**src/rtl/mips_mem_arbiter.sv**
```systemverilog
// Serialises the Harvard CPU's data and instruction requests onto one shared,
// variable-latency memory port, gating CPU progress through clk_enable.
module mips_mem_arbiter #(
  parameter int unsigned STALL_CNT_W = 16
) (
  input  logic                   clk,
  input  logic                   reset,
  output logic                   clk_enable,
  input  logic                   instr_req,
  input  logic [31:0]            instr_address,
  output logic [31:0]            instr_readdata,
  input  logic                   data_read,
  input  logic                   data_write,
  input  logic [31:0]            data_address,
  input  logic [31:0]            data_writedata,
  input  logic [3:0]             data_byteenable,
  output logic [31:0]            data_readdata,
  output logic [31:0]            mem_address,
  output logic                   mem_read,
  output logic                   mem_write,
  output logic [31:0]            mem_writedata,
  output logic [3:0]             mem_byteenable,
  input  logic                   mem_waitrequest,
  input  logic [31:0]            mem_readdata,
  output logic [STALL_CNT_W-1:0] stall_cycles,
  output logic                   protocol_err
);

  localparam int unsigned AW = 32;
  localparam int unsigned DW = 32;
  localparam int unsigned BW = 4;
  localparam logic [STALL_CNT_W-1:0] STALL_MAX = '1;
  localparam logic [BW-1:0]          BE_ALL    = '1;

  typedef enum logic [1:0] {
    IDLE,
    DATA,
    FETCH,
    DONE
  } state_t;

  state_t r_state;
  state_t w_state_nx;

  // Request snapshot taken in IDLE; the step runs from this copy only
  logic          r_ireq;
  logic [AW-1:0] r_iaddr;
  logic          r_dread;
  logic          r_dwrite;
  logic [AW-1:0] r_daddr;
  logic [DW-1:0] r_dwdata;
  logic [BW-1:0] r_dbe;

  logic                   r_clk_enable;
  logic [AW-1:0]          r_mem_address;
  logic                   r_mem_read;
  logic                   r_mem_write;
  logic [DW-1:0]          r_mem_writedata;
  logic [BW-1:0]          r_mem_byteenable;
  logic [DW-1:0]          r_instr_readdata;
  logic [DW-1:0]          r_data_readdata;
  logic [STALL_CNT_W-1:0] r_stall_cycles;
  logic                   r_protocol_err;

  logic          w_ireq;
  logic [AW-1:0] w_iaddr;
  logic          w_dread;
  logic          w_dwrite;
  logic [AW-1:0] w_daddr;
  logic [DW-1:0] w_dwdata;
  logic [BW-1:0] w_dbe;
  logic          w_accept;

  logic          w_clk_enable_nx;
  logic [AW-1:0] w_mem_address_nx;
  logic          w_mem_read_nx;
  logic          w_mem_write_nx;
  logic [DW-1:0] w_mem_writedata_nx;
  logic [BW-1:0] w_mem_byteenable_nx;

  assign w_accept = ~mem_waitrequest;

  // State register
  always_ff @(posedge clk) begin
    if (reset) begin
      r_state <= IDLE;
    end else begin
      r_state <= w_state_nx;
    end
  end

  // Next state and next registered port values
  always_comb begin
    w_state_nx          = r_state;
    w_clk_enable_nx     = 1'b0;
    w_mem_read_nx       = 1'b0;
    w_mem_write_nx      = 1'b0;
    w_mem_address_nx    = r_mem_address;
    w_mem_writedata_nx  = r_mem_writedata;
    w_mem_byteenable_nx = r_mem_byteenable;

    w_ireq   = r_ireq;
    w_iaddr  = r_iaddr;
    w_dread  = r_dread;
    w_dwrite = r_dwrite;
    w_daddr  = r_daddr;
    w_dwdata = r_dwdata;
    w_dbe    = r_dbe;
    if (r_state == IDLE) begin
      w_ireq   = instr_req;
      w_iaddr  = instr_address;
      w_dread  = data_read;
      w_dwrite = data_write;
      w_daddr  = data_address;
      w_dwdata = data_writedata;
      w_dbe    = data_byteenable;
    end

    case (r_state)
      IDLE: begin
        if (w_dread | w_dwrite) begin
          w_state_nx = DATA;
        end else if (w_ireq) begin
          w_state_nx = FETCH;
        end
      end
      DATA: begin
        if (w_accept) begin
          w_state_nx = w_ireq ? FETCH : DONE;
        end
      end
      FETCH: begin
        if (w_accept) begin
          w_state_nx = DONE;
        end
      end
      DONE: begin
        w_state_nx = IDLE;
      end
      default: begin
        w_state_nx = IDLE;
      end
    endcase

    // A simultaneous read+write request is issued as the write alone
    case (w_state_nx)
      DATA: begin
        w_mem_read_nx       = w_dread & ~w_dwrite;
        w_mem_write_nx      = w_dwrite;
        w_mem_address_nx    = w_daddr;
        w_mem_writedata_nx  = w_dwdata;
        w_mem_byteenable_nx = w_dwrite ? w_dbe : BE_ALL;
      end
      FETCH: begin
        w_mem_read_nx       = 1'b1;
        w_mem_address_nx    = w_iaddr;
        w_mem_byteenable_nx = BE_ALL;
      end
      DONE: begin
        w_clk_enable_nx = 1'b1;
      end
      default: begin
      end
    endcase
  end

  // Request snapshot
  always_ff @(posedge clk) begin
    if (reset) begin
      r_ireq   <= 1'b0;
      r_iaddr  <= '0;
      r_dread  <= 1'b0;
      r_dwrite <= 1'b0;
      r_daddr  <= '0;
      r_dwdata <= '0;
      r_dbe    <= '0;
    end else if (r_state == IDLE) begin
      r_ireq   <= instr_req;
      r_iaddr  <= instr_address;
      r_dread  <= data_read;
      r_dwrite <= data_write;
      r_daddr  <= data_address;
      r_dwdata <= data_writedata;
      r_dbe    <= data_byteenable;
    end
  end

  // Registered memory port, CPU handshake and read-data capture
  always_ff @(posedge clk) begin
    if (reset) begin
      r_clk_enable     <= 1'b0;
      r_mem_address    <= '0;
      r_mem_read       <= 1'b0;
      r_mem_write      <= 1'b0;
      r_mem_writedata  <= '0;
      r_mem_byteenable <= '0;
      r_instr_readdata <= '0;
      r_data_readdata  <= '0;
    end else begin
      r_clk_enable     <= w_clk_enable_nx;
      r_mem_address    <= w_mem_address_nx;
      r_mem_read       <= w_mem_read_nx;
      r_mem_write      <= w_mem_write_nx;
      r_mem_writedata  <= w_mem_writedata_nx;
      r_mem_byteenable <= w_mem_byteenable_nx;
      if ((r_state == DATA) && w_accept && r_dread && !r_dwrite) begin
        r_data_readdata <= mem_readdata;
      end
      if ((r_state == FETCH) && w_accept) begin
        r_instr_readdata <= mem_readdata;
      end
    end
  end

  // Sticky protocol error and saturating stall counter
  always_ff @(posedge clk) begin
    if (reset) begin
      r_protocol_err <= 1'b0;
      r_stall_cycles <= '0;
    end else begin
      if ((r_state == IDLE) && data_read && data_write) begin
        r_protocol_err <= 1'b1;
      end
      if (!r_clk_enable && (r_stall_cycles != STALL_MAX)) begin
        r_stall_cycles <= r_stall_cycles + STALL_CNT_W'(1);
      end
    end
  end

  assign clk_enable     = r_clk_enable;
  assign mem_address    = r_mem_address;
  assign mem_read       = r_mem_read;
  assign mem_write      = r_mem_write;
  assign mem_writedata  = r_mem_writedata;
  assign mem_byteenable = r_mem_byteenable;
  assign instr_readdata = r_instr_readdata;
  assign data_readdata  = r_data_readdata;
  assign stall_cycles   = r_stall_cycles;
  assign protocol_err   = r_protocol_err;

endmodule

```
**config.mk**
```make
export PLATFORM = sky130hd
export DESIGN_NAME = mips_mem_arbiter
export DESIGN_NICKNAME = d
export VERILOG_FILES = /design/src/rtl/mips_mem_arbiter.sv
export SDC_FILE = /design/constraint.sdc
export NUM_CORES = 1
export LEC_CHECK = 0
export ABC_AREA = 1
export BUFFER_PORTS_ARGS = -buffer_cell sky130_fd_sc_hd__buf_2
export CORE_ASPECT_RATIO = 0.9
export CORE_UTILIZATION = 47
export CTS_CLUSTER_SIZE = 8
export DETAILED_ROUTE_END_ITERATION = 16
export PLACE_DENSITY = 0.78
export SLEW_MARGIN = 15
export SYNTH_ARGS = -nofsm -noshare
export SYNTH_HDL_FRONTEND = slang
export SYNTH_SLANG_ARGS = --single-unit
```
**constraint.sdc**
```tcl
create_clock -name clk -period 2.05 [get_ports clk]
set_input_delay 0.205 -clock clk [delete_from_list [all_inputs] [get_ports clk]]
set_output_delay 0.205 -clock clk [all_outputs]
set_load 0.005 [all_outputs]
```
# == Yosys cells after proc, flatten, opt, wreduce, memory -nomap -nowiden ==
# Index checks and enable logic that the tools add are counted.
# totals
input_bits,138
wordCells,61
regBits,257
out_inout_bits,152
# op_classes
bitwise,5
n_eq_ne,7
mux,18
n_addsub,1
reduce_logical,12
# ops
cell,count
$mux W32,3
$pmux W32 S2,1
$add A16 B1 Y16 const B,1
$ne A16 B16 Y1 const B,1
$eq A2 B2 Y1 const B,4
$mux W2,4
$mux W4,2
$pmux W2 S4,1
$pmux W4 S2,1
$logic_and A1 B1 Y1,7
$mux W1,5
$eq A2 B1 Y1 const B,2
$not A1 Y1,3
$logic_not A1 Y1,2
$logic_not A2 Y1,1
$pmux W1 S2,1
$reduce_bool A2 Y1,1
$reduce_or A2 Y1,1
$and A1 B1 Y1,1
$or A1 B1 Y1,1

# == Longest topological paths before layout ==
# Gate-level depths: netlist of run 1.
# depth
word_depth,8
ltp_mapped,15

# == Least setup slack after synthesis of run 1 ==
# No wires, ideal clock.
# synth_timing
path_type,register to register
from,register r_state[1]
to,register r_mem_address[0] (netlist: mem_address[0])
t_required_ps,1937
stages_incl_launch_ff,15
path_slack_ps,-230
path_buffers,2
setup_time_ps,113
t_arrival_ps,2167
cell_sequence,dfxtp_1 nor2_4 nand2_1 nor2_1 inv_1 or2_1 nand3_1 inv_2 ha_1 clkbuf_1 inv_1 clkbuf_1 o21ai_0 o21ai_1 inv_1
# synth_via
elab_chain_len,7
# synth_rtl
element,line_no,source
start: declaration,42,state_t r_state;
start signal: assignment,88,r_state <= w_state_nx;
$logic_not A2 Y1,"109, 119",
"$mux W1, on equally long branches",n/a,
$mux W2 or $or A1 B1 Y1 (tied branches),"123, 121",
$mux W2,121,if (w_dread | w_dwrite) begin
$pmux W2 S4 (*),119,case (r_state)
via w_state_nx[1],43,state_t w_state_nx;
$eq A2 B2 Y1 or $eq A2 B1 Y1 (tied branches),146,case (w_state_nx)
$pmux W32 S2 or $reduce_bool A2 Y1 (tied branches),n/a,
end signal: assignment,201,r_mem_address <= w_mem_address_nx;
end: declaration,55,logic [AW-1:0] r_mem_address;
# The timed path passes the listed nets; every way through them passes the cells marked *.
# A chain may end at the register's enable or synchronous reset.

# == Final worst setup path of run 1 ==
# layout_timing
from,register r_state[1]
to,register r_mem_address[18] (netlist: mem_address[18])
# Same word-level chain as after synthesis.

==> qor.yml, run 1 <==
setup_path:
  end_kind: "flop"
  crit_buf_inv: 3
  critPathKind: "reg -> reg"
  critPathMostFrequentCell: "nand2_1"
  cp-start-kind: "flop"
  critPathMaxStageDelay_ns: 0.33
  crit_slowest_cell: "dfxtp_2"
  critical_path.startpoint: "r_state[1]"
  crit_family: "simple AND/OR/NAND/NOR gates"
  worstReg2RegStart: "r_state[1]"
  cp.arrival_ns: 2.42
  path_cells: "nor2_4 -> nand2_1 -> nor2_1 -> inv_1 -> or2_1 -> nand3_2 -> inv_2 -> ha_4 -> buf_4 -> nand3_1 -> nand2_1"
  cp.required_ns: 2.49
  cp_max_fo: 22
drt:
  via_per_inst: 4.97
  drt_wl_total_um: 29400
  wl_met2_um: 14200
  highest_layer: "met4"
  ant_nets: 0
  dr_wl_met3_um: 2200
  dr.pass1.iters: 5
  drtIter0Drc: 801
  wl_per_cell_um: 14.9
  wl_met1_um: 11800
  drcViolationCount: 0
  via_count: 9791
clock_network:
  cts_sinks: 257
  path_clk_slew_ns: 0.05
  cts.path.max_buffers: 3
  htree_num_levels: 2
  cts_tree: "done"
  post_cts_buffers: 0
  cts_root_buf: "clkbuf_16"
  numCtsBuffers: 38
  clock_latency_ns: 0.50
outcome:
  status: "complete, no violations"
global_route:
  grt_usage: 0.257
  grt_pass1_wl_um: 45600
  grt_pass1_vias: 9552
  grt_overflow: 0
  grt_max_degree: 87
  antenna_found_initial: 3
floorplanning:
  coreArea_um2: 20900
  die_area_um2: 22000
  ioPinCount: 290
  rows: 50
  initial_core_util: 0.482
  die_y_um: 141
  die_w_um: 156
sta:
  hold_viol_final: 0
  fin_ws_ns: 0.0739
  finalCritPeriodShare: 0.964
  rsz0062_at_grt: "yes"
  slew_headroom: 0.742
  fin_hold_ws_ns: 0.0157
  fin_skew_ns: 0.0123
  drv_slew: 0
  finalSetupViolCount: 0
  tightest_slew_ns: 0.387
  fmax_mhz: 506
  period_minus_slack_ns: 1.98
final_layout:
  drive_gt1_frac: 0.230
  utilization: 0.665
  layout_common_cells: "buf_2 (288), nor2_1 (286), dfxtp_1 (256), inv_1 (140), nand2_1 (135)"
  ff_latch_area_um2: 5150
  stdcell_count: 1969
  areaGrowthSynthToFinish_pct: 37.9
  nets: 1820
  final_common_cell: "buf_2"
  nFillCells: 1716
  multi_input_area_um2: 4090
  finalInstanceArea_um2: 13900
logic_synthesis:
  synth_warnings: 0
  synth_top_area_frac: 0.511
  postSynthCellCount: 1305
  synth_area_per_cell_um2: 7.72
  netlist_area_um2: 10100
  yosysSeqAreaShare: 0.511
  synth-seq-cells: 257
  ys_types: 26
  syn_nets: 1447
  yosysTopAreaCell: "dfxtp_1"
  synth_area_leaders: "dfxtp_1 (51%), nor2_1 (11%), inv_1 (5.3%)"
worst_hold_path:
  min-delay-start: "data_byteenable[1]"
  hp-class: "in -> reg"
place:
  dp_cells: 1835
  dp_hpwl_um: 17800
  io_buffers: 289
  pre_cts_slack_ns: -0.0218
  placed_cell_area_um2: 11900
  gp_congestion: 0.854
power:
  ir_drop_uv: 763
  power.density_nw_per_um2: 1080
  p_leak_nw: 7.00
run:
  drv_cap: 0
-- where the power goes --
group | internal [W] | total (W) | leakage (nW) | switching (W)
logic | 0.00154 | 0.00351 | 4.40 | 0.00197
registers | 0.00573 | 0.00607 | 2.12 | 0.000346
clock network | 0.00334 | 0.00539 | 0.490 | 0.00205
total | 0.0106 | 0.0150 | 7.00 | 0.00437
-- worst paths after layout --
path | end | slack (ns) | cells past startpoint
worst max-delay path | mem_address[18] | 0.07 | 11
worst max register to register | mem_address[18] | 0.07 | 11
worst min register to register | instr_readdata[1] | 0.44 | 2
worst min-delay path | r_dbe[1] | 0.02 | 3
-- per-layer routing --
layer,vias up,global-route usage
met2,417,0.440
met4,0,0.136
met5,-,0
met3,95,0.0609
met1,4439,0.298
li1,4840,-
-- cells in the mapped netlist --
master	n
nor2_1	290
dfxtp_1	257
inv_1	143
nand2_1	135
o21ai_0	93
nand3_1	58
clkbuf_1	56
o21ai_1	54
a21oi_1	49
mux2i_1	48
or2_0	35
o21a_1	33
buf_2	11
or2_1	8
buf_1	6
nand4_1	5
buf_6	4
ha_1	4
xor2_1	4
nor3_1	3
buf_4	2
inv_2	2
xnor2_1	2
nor2_2	1
nor2_4	1
nor3_2	1
-- registers in the layout (all words and copies together), names as in the netlist, 16 cells and up --
name / cells
data_readdata: 32
instr_readdata: 32
mem_address: 32
mem_writedata: 32
r_daddr: 32
r_dwdata: 32
r_iaddr: 32
stall_cycles: 16
-- through the flow --
stage                     total power, W  TNS (ns)
after floorplan                  0.00808   -0.0660
after global placement           0.00926         0
after detailed placement         0.00936   -0.0906
after CTS                         0.0149         0
after global routing              0.0158    -0.571
final                             0.0150         0
-- cells by family (layout without fill, tap and decap cells) --
family	count (synthesis)	after routing	share of synthesized area
compound gates	229	229	0.122
xor+xnor	6	6	0.00521
fa+ha+maj	4	4	0.00497
buf+inv	224	599	0.0885
flops	257	257	0.511
mux	48	48	0.0477
other cells	0	3	0
simple gates	537	537	0.221
-- cell type report --
cell class | instances | share of cell area
repair buffers | 412 | 0.198
inverters | 145 | 0.0393
clock inverters | 2 | 0.00126
diodes | 3 | 0.000540
clock buffers | 40 | 0.0705
multi-input cells | 824 | 0.294
well taps | 286 | 0.0258
flip-flops and latches | 257 | 0.370
-- timing repair --
action	4_1_cts	5_1_grt
setup endpoints to repair	19	38
hold buffers	86	0
endpoints found under the hold margin	98	0
pin swaps	0	2
gates resized for setup	4	14
gates cloned	0	3
-- tightest hold or removal path: cells and delay by family --
family                 cells  cell delay [ns]
multiplexers               1             0.10
AND/OR/NAND/NOR            1             0.09
buffers and inverters      1             0.07
Note: power is estimated with default switching activity, not from simulation.
==> inputs of run 2 (changes only) <==
HOLD_SLACK_MARGIN = 0.12   (was not set)
==> qor.yml, run 2 (synthesis results as in run 1) <==
setup_path:
  cp.arrival_ns: 2.36  # -0.06 ns
  cp.required_ns: 2.43  # -0.06 ns
  crit_slowest_cell: "dfxtp_2"
  worstReg2RegStart: "r_state[1]"
  cp-start-kind: "flop"
  end_kind: "flop"
  rrSetupSlack_ns: 0.07  # about the same
  path_cells: "nor2_4 -> nand2_1 -> nor2_1 -> inv_1 -> or2_1 -> nand3_2 -> buf_4 -> ha_2 -> buf_6 -> buf_12 -> nand2_1 -> nand3_2 -> nand2_1"
  critPathMostFrequentCell: "nand2_1"
  critPathKind: "reg -> reg"
  critPathMaxStageDelay_ns: 0.33  # about the same
  r2r_cells: 13  # +2
  critical_path.startpoint: "r_state[1]"
  cp_max_fo: 9  # -59%
  r2r_end: "mem_address[18]"
power:
  ir_drop_uv: 721  # -5.5%
  p_leak_nw: 7.08  # +1.1%
  seqPwrFrac: 0.404  # -0.002
  power.density_nw_per_um2: 1070  # -1.0%
  clkPwrFrac: 0.358  # -0.002
  p_sw_w: 0.00439  # +0.33%
  power_w: 0.0150  # +0.33%
  p_sw_frac: 0.292  # about the same
  p_int_w: 0.0106  # +0.32%
  comb_power_share: 0.238  # +0.003
final_layout:
  utilization: 0.674  # +0.00898
  drive_gt1_frac: 0.228  # -0.00185
  nets: 1838  # +0.99%
  areaGrowthSynthToFinish_pct: 39.8
  final_common_cell: "buf_2"
  layout_common_cells: "buf_2 (288), nor2_1 (285), dfxtp_1 (256), inv_1 (140), nand2_1 (135)"
floorplanning:
  die_w_um: 156  # unchanged
  die_y_um: 141  # unchanged
  ioPinCount: 290  # unchanged
  die_area_um2: 22000  # unchanged
  initial_core_util: 0.482  # unchanged
  coreArea_um2: 20900  # unchanged
  rows: 50  # unchanged
clock_network:
  numCtsBuffers: 38  # unchanged
  cts_root_buf: "clkbuf_16"
  cts.path.max_buffers: 3  # unchanged
  clock_latency_ns: 0.49  # about the same
  htree_num_levels: 2  # unchanged
  cts_sinks: 257  # unchanged
  cts_tree: "done"
  path_clk_slew_ns: 0.05  # about the same
global_route:
  antenna_found_initial: 1  # -2
  grt_max_degree: 87  # unchanged
  grt_pass1_wl_um: 47000  # +3.0%
  grt_usage: 0.264  # +0.00709
  grt_overflow: 0  # unchanged
  grt_pass1_vias: 9785  # +2.4%
sta:
  finalSetupViolCount: 0  # unchanged
  period_minus_slack_ns: 1.98  # +0.00406 ns
  slew_headroom: 0.743  # +0.000872
  fin_skew_ns: 0.00997  # -0.00238 ns
  tightest_slew_ns: 0.385  # -0.00131 ns
  rsz0062_at_grt: "yes"
  finalCritPeriodShare: 0.966  # +0.00198
  fmax_mhz: 505  # -0.21%
  drv_slew: 0  # unchanged
  hold_viol_final: 0  # unchanged
worst_hold_path:
  min-delay-start: "data_writedata[25]"
  whs_path_depth: 5  # +2
  min_to: "mem_writedata[25]"
  hp-class: "in -> reg"
drt:
  wl_per_cell_um: 15.1  # +1.4%
  via_per_inst: 5.01  # +0.78%
  drt_wl_total_um: 30000  # +2.3%
  drcViolationCount: 0  # unchanged
  via_count: 9948  # +1.6%
  dr.pass1.iters: 6  # +1
  drtIter0Drc: 754  # -5.9%
  ant_nets: 0  # unchanged
place:
  dp_hpwl_um: 17800  # unchanged
  gp_congestion: 0.854  # unchanged
  io_buffers: 289  # unchanged
run:
  drv_cap: 0  # unchanged
outcome:
  status: "complete, no violations"
run 2: worst max-delay path, delay by kind of cell, from the launching register on:
family	cells	cell delay, ns
AND/OR/NAND/NOR	8	0.86
buffers and inverters	4	0.48
adder cells (fa/ha/maj)	1	0.20
flip-flops	1	0.33
run 2: power by group through the flow:
| stage | registers [W] | clock network [W] | logic [W] |
|---|---|---|---|
| global route | 0.00613 | 0.00569 | 0.00398 |
| global placement | 0.00612 | 0 | 0.00314 |
| floorplan | 0.00612 | 0 | 0.00196 |
| detailed placement | 0.00613 | 0 | 0.00322 |
| finish | 0.00608 | 0.00538 | 0.00357 |
| CTS | 0.00605 | 0.00548 | 0.00343 |
run 2: how the worst max path moves through the flow:
stage,slack [ns],end,cells past startpoint
finish,0.07,mem_address[18],13
global route,-0.06,mem_address[18],13
CTS,0.02,mem_address[11],12
detailed placement,-0.02,mem_address[19],13
global placement,0.06,mem_byteenable[1],7
floorplan,-0.01,mem_address[6],14
run 2: layer usage:
metal	track usage	routed length (um)	up-vias
li1	-	-	4879
met1	0.308	12000	4517
met2	0.452	14500	449
met3	0.0584	2280	103
met4	0.140	1230	0
met5	0	0	-
run 2: metrics by stage:
stage	std cells	setup TNS [ns]	worst slack (ns)	hold slack, ns	area [um2]
after global placement	1835	0	0.0637	0.427	11900
after CTS	1981	0	0.0174	0.122	14000
after detailed placement	1835	-0.0906	-0.0218	0.431	11900
final	1985	0	0.0699	0.146	14100
after global routing	1985	-0.765	-0.0635	0.159	14100
after floorplan	1305	-0.0660	-0.0107	0.340	10100
run 2: repair_timing:
item,4_1_cts,5_1_grt
cloned,0,3
setup buffers,0,0
endpoints found under the hold margin,171,0
gates resized for setup,4,18
hold buffers,104,0
pin swaps,0,2
endpoints found under the setup margin,19,38
run 2: area by class of cell:
| type | instances | area, um2 |
|---|---|---|
| clock inverter | 2 | 17.5 |
| clock buffer | 40 | 980 |
| inverter | 145 | 549 |
| multi-input combinational | 824 | 4090 |
| tap | 286 | 358 |
| antenna | 1 | 2.50 |
| sequential | 257 | 5150 |
| fill | 1685 | 6810 |
| timing repair buffer | 430 | 2940 |
==> inputs of run 3 (changes only) <==
ABC_AREA = not set   (was 1)
CORE_MARGIN = 2   (was not set)
CORE_UTILIZATION = 46   (was 47)
PLACE_DENSITY = 0.77   (was 0.78)
==> qor.yml, run 3 <==
outcome:
  status: "complete, no violations"
floorplanning:
  die_area_um2: 22400  # +1.5%
  rows: 50  # unchanged
  initial_core_util: 0.469  # -0.0130
  die_y_um: 142  # +0.84%
  die_w_um: 157  # +0.70%
  coreArea_um2: 20800  # -0.60%
  ioPinCount: 290  # unchanged
place:
  dp_hpwl_um: 17500  # -1.2%
  pre_cts_slack_ns: 0.0332  # +0.0550 ns
  io_buffers: 289  # unchanged
  gp_congestion: 0.810  # -5.2%
  placed_cell_area_um2: 11600  # -2.5%
global_route:
  antenna_found_initial: 0  # -1
  grt_usage: 0.252  # -0.0120
  grt_pass1_vias: 9339  # -4.6%
  grt_pass1_wl_um: 45700  # -2.6%
  grt_overflow: 0  # unchanged
  grt_max_degree: 85  # -2.3%
power:
  seqPwrFrac: 0.414  # +0.010
  power.density_nw_per_um2: 988  # -7.4%
  p_sw_w: 0.00377  # -14%
  p_int_w: 0.0102  # -4.5%
  power_w: 0.0139  # -7.3%
  p_leak_nw: 6.14  # -13%
  p_sw_frac: 0.270  # -0.0215
  comb_power_share: 0.194  # -0.044
  ir_drop_uv: 693  # -3.8%
  clkPwrFrac: 0.392  # +0.034
logic_synthesis:
  yosysMostFrequentCell: "dfxtp_1"
  synth_flop_cell: "dfxtp_1"
  yosysTopAreaCell: "dfxtp_1"
  ys_types: 48  # +85%
  synth_edf_count: 0  # unchanged
  synthTopCellsByCount: "dfxtp_1 (257), nand2_1 (254), nor2_1 (112)"
  synth_area_leaders: "dfxtp_1 (53%), nand2_1 (9.8%), mux2i_1 (8.6%)"
  synth_warnings: 0  # unchanged
  syn_nets: 1211  # -16%
  async_reset_ff_frac: 0  # unchanged
  yosysSeqAreaShare: 0.528  # +0.0173
  synth_area_per_cell_um2: 9.12  # +18%
  netlist_area_um2: 9750  # -3.3%
  synth_top_area_frac: 0.528  # +0.0173
  postSynthCellCount: 1069  # -18%
  synth-seq-cells: 257  # unchanged
final_layout:
  areaGrowthSynthToFinish_pct: 44.6
  finalInstanceArea_um2: 14100  # about the same
  final_common_cell: "buf_2"
  drive_gt1_frac: 0.272  # +0.0439
  nets: 1629  # -11%
  layout_common_cells: "buf_2 (288), dfxtp_1 (257), nand2_1 (254), dlygate4sd3_1 (135), nor2_1 (111)"
clock_network:
  clock_latency_ns: 0.50  # about the same
  cts_sinks: 257  # unchanged
  cts_tree: "done"
  cts.path.max_buffers: 3  # unchanged
  numCtsBuffers: 38  # unchanged
  path_clk_slew_ns: 0.05  # about the same
  cts_root_buf: "clkbuf_16"
  htree_num_levels: 2  # unchanged
setup_path:
  crit_buf_inv: 1  # -3
  critPathMaxStageDelay_ns: 0.33  # about the same
  cp.arrival_ns: 2.32  # -0.04 ns
  cp.required_ns: 2.42  # about the same
  crit_end: "mem_address[21]"
  r2r_cells: 7  # -6
  crit_family: "compound AO/OA/AOI/OAI gates"
  r2r_end: "mem_address[21]"
  worstReg2RegStart: "r_state[1]"
  cp_max_fo: 24  # +15
  critical_path.startpoint: "r_state[1]"
  worst-path-stages: 7  # -6
  crit_slowest_cell: "mux4_2"
  critPathKind: "reg -> reg"
  end_kind: "flop"
  cp-start-kind: "flop"
  path_cells: "or2_4 -> o311ai_4 -> ha_4 -> buf_12 -> mux4_2 -> nand2_1 -> o21ai_0"
  rrSetupSlack_ns: 0.10  # +0.03 ns
drt:
  via_per_inst: 5.19  # +3.6%
  drtIter0Drc: 516  # -32%
  drcViolationCount: 0  # unchanged
  via_count: 9243  # -7.1%
  ant_nets: 0  # unchanged
  wl_per_cell_um: 16.6  # +10%
  dr.pass1.iters: 5  # -1
  drt_wl_total_um: 29600  # -1.3%
sta:
  fin_hold_ws_ns: 0.210  # +0.0647 ns
  drv_slew: 0  # unchanged
  slew_headroom: 0.665  # -0.0785
  finalCritPeriodShare: 0.950  # -0.0159
  period_minus_slack_ns: 1.95  # -0.0327 ns
  hold_viol_final: 0  # unchanged
  fmax_mhz: 513  # +1.7%
  fin_ws_ns: 0.103  # +0.0327 ns
  finalSetupViolCount: 0  # unchanged
  tightest_slew_ns: 0.499  # +0.113 ns
  fin_skew_ns: 0.00901  # -0.000960 ns
worst_hold_path:
  hp-class: "in -> reg"
run:
  drv_cap: 0  # unchanged
[run 3: cell count changes after synthesis, moves of 34 or more]
cell,delta
nand3_1,-53
a211oi_1,+34
a21oi_1,+61
nand2_1,+119
nor2_1,-178
mux2i_1,+36
o21ai_0,-69
o21ai_1,-54
inv_1,-133
or2_0,-35
[run 3: kinds of logic (layout without fill, tap and decap cells)]
family / Yosys count / in the layout / share of synthesized area
mux: 105 / 105 / 0.130
flops: 257 / 257 / 0.528
simple gates: 415 / 415 / 0.177
fa+ha+maj: 4 / 4 / 0.00513
buf+inv: 90 / 511 / 0.0389
compound gates: 196 / 196 / 0.120
other cells: 0 / 4 / 0
xor+xnor: 2 / 2 / 0.00180
[run 3: power groups by stage]
stage / Combinational [W] / Clock [W] / Sequential (W)
final: 0.00270 / 0.00546 / 0.00576
after CTS: 0.00256 / 0.00555 / 0.00575
after global placement: 0.00228 / 0 / 0.00582
after detailed placement: 0.00234 / 0 / 0.00583
after floorplan: 0.00144 / 0 / 0.00583
after global routing: 0.00295 / 0.00578 / 0.00580
[run 3: layout make-up]
class,instances,area (um2)
multi-input combinational,722,4310
clock inverter,3,37.5
fill,1588,6680
timing repair buffer,458,3220
antenna,4,10.0
tap,286,358
sequential,257,5140
clock buffer,40,980
inverter,10,37.5
[run 3: metrics by stage]
| step | std cells | utilization | TNS, ns |
|---|---|---|---|
| 6_report | 1780 | 0.678 | 0 |
| 5_1_grt | 1776 | 0.678 | -0.0184 |
| 4_1_cts | 1774 | 0.674 | 0 |
| 3_5_place_dp | 1596 | 0.560 | 0 |
| 3_3_place_gp | 1596 | 0.560 | 0 |
| 2_1_floorplan | 1069 | - | 0 |
[run 3: per-layer routing]
layer,GRT usage,part of all wire
met1,0.291,0.39
met2,0.446,0.51
met3,0.0639,0.070
met4,0.101,0.028
met5,0,0
[run 3: how the worst min path moves through the flow]
stage / start / end / slack (ns) / depth (start not counted)
after floorplan: data_address[15] / r_daddr[15] / 0.34 / 2
after global placement: r_daddr[29] / r_daddr[29] / 0.44 / 2
after detailed placement: data_readdata[2] / data_readdata[2] / 0.44 / 2
after CTS: mem_waitrequest / r_state[0] / 0.13 / 4
after global routing: mem_waitrequest / r_state[1] / 0.22 / 4
final: reset / r_dwdata[9] / 0.21 / 2
[run 3: timing repair]
action	CTS	global route
cloned	0	1
setup endpoints to repair	1	56
resized for setup	1	10
buffers inserted	0	1
hold buffers	135	0
endpoints found under the hold margin	187	0
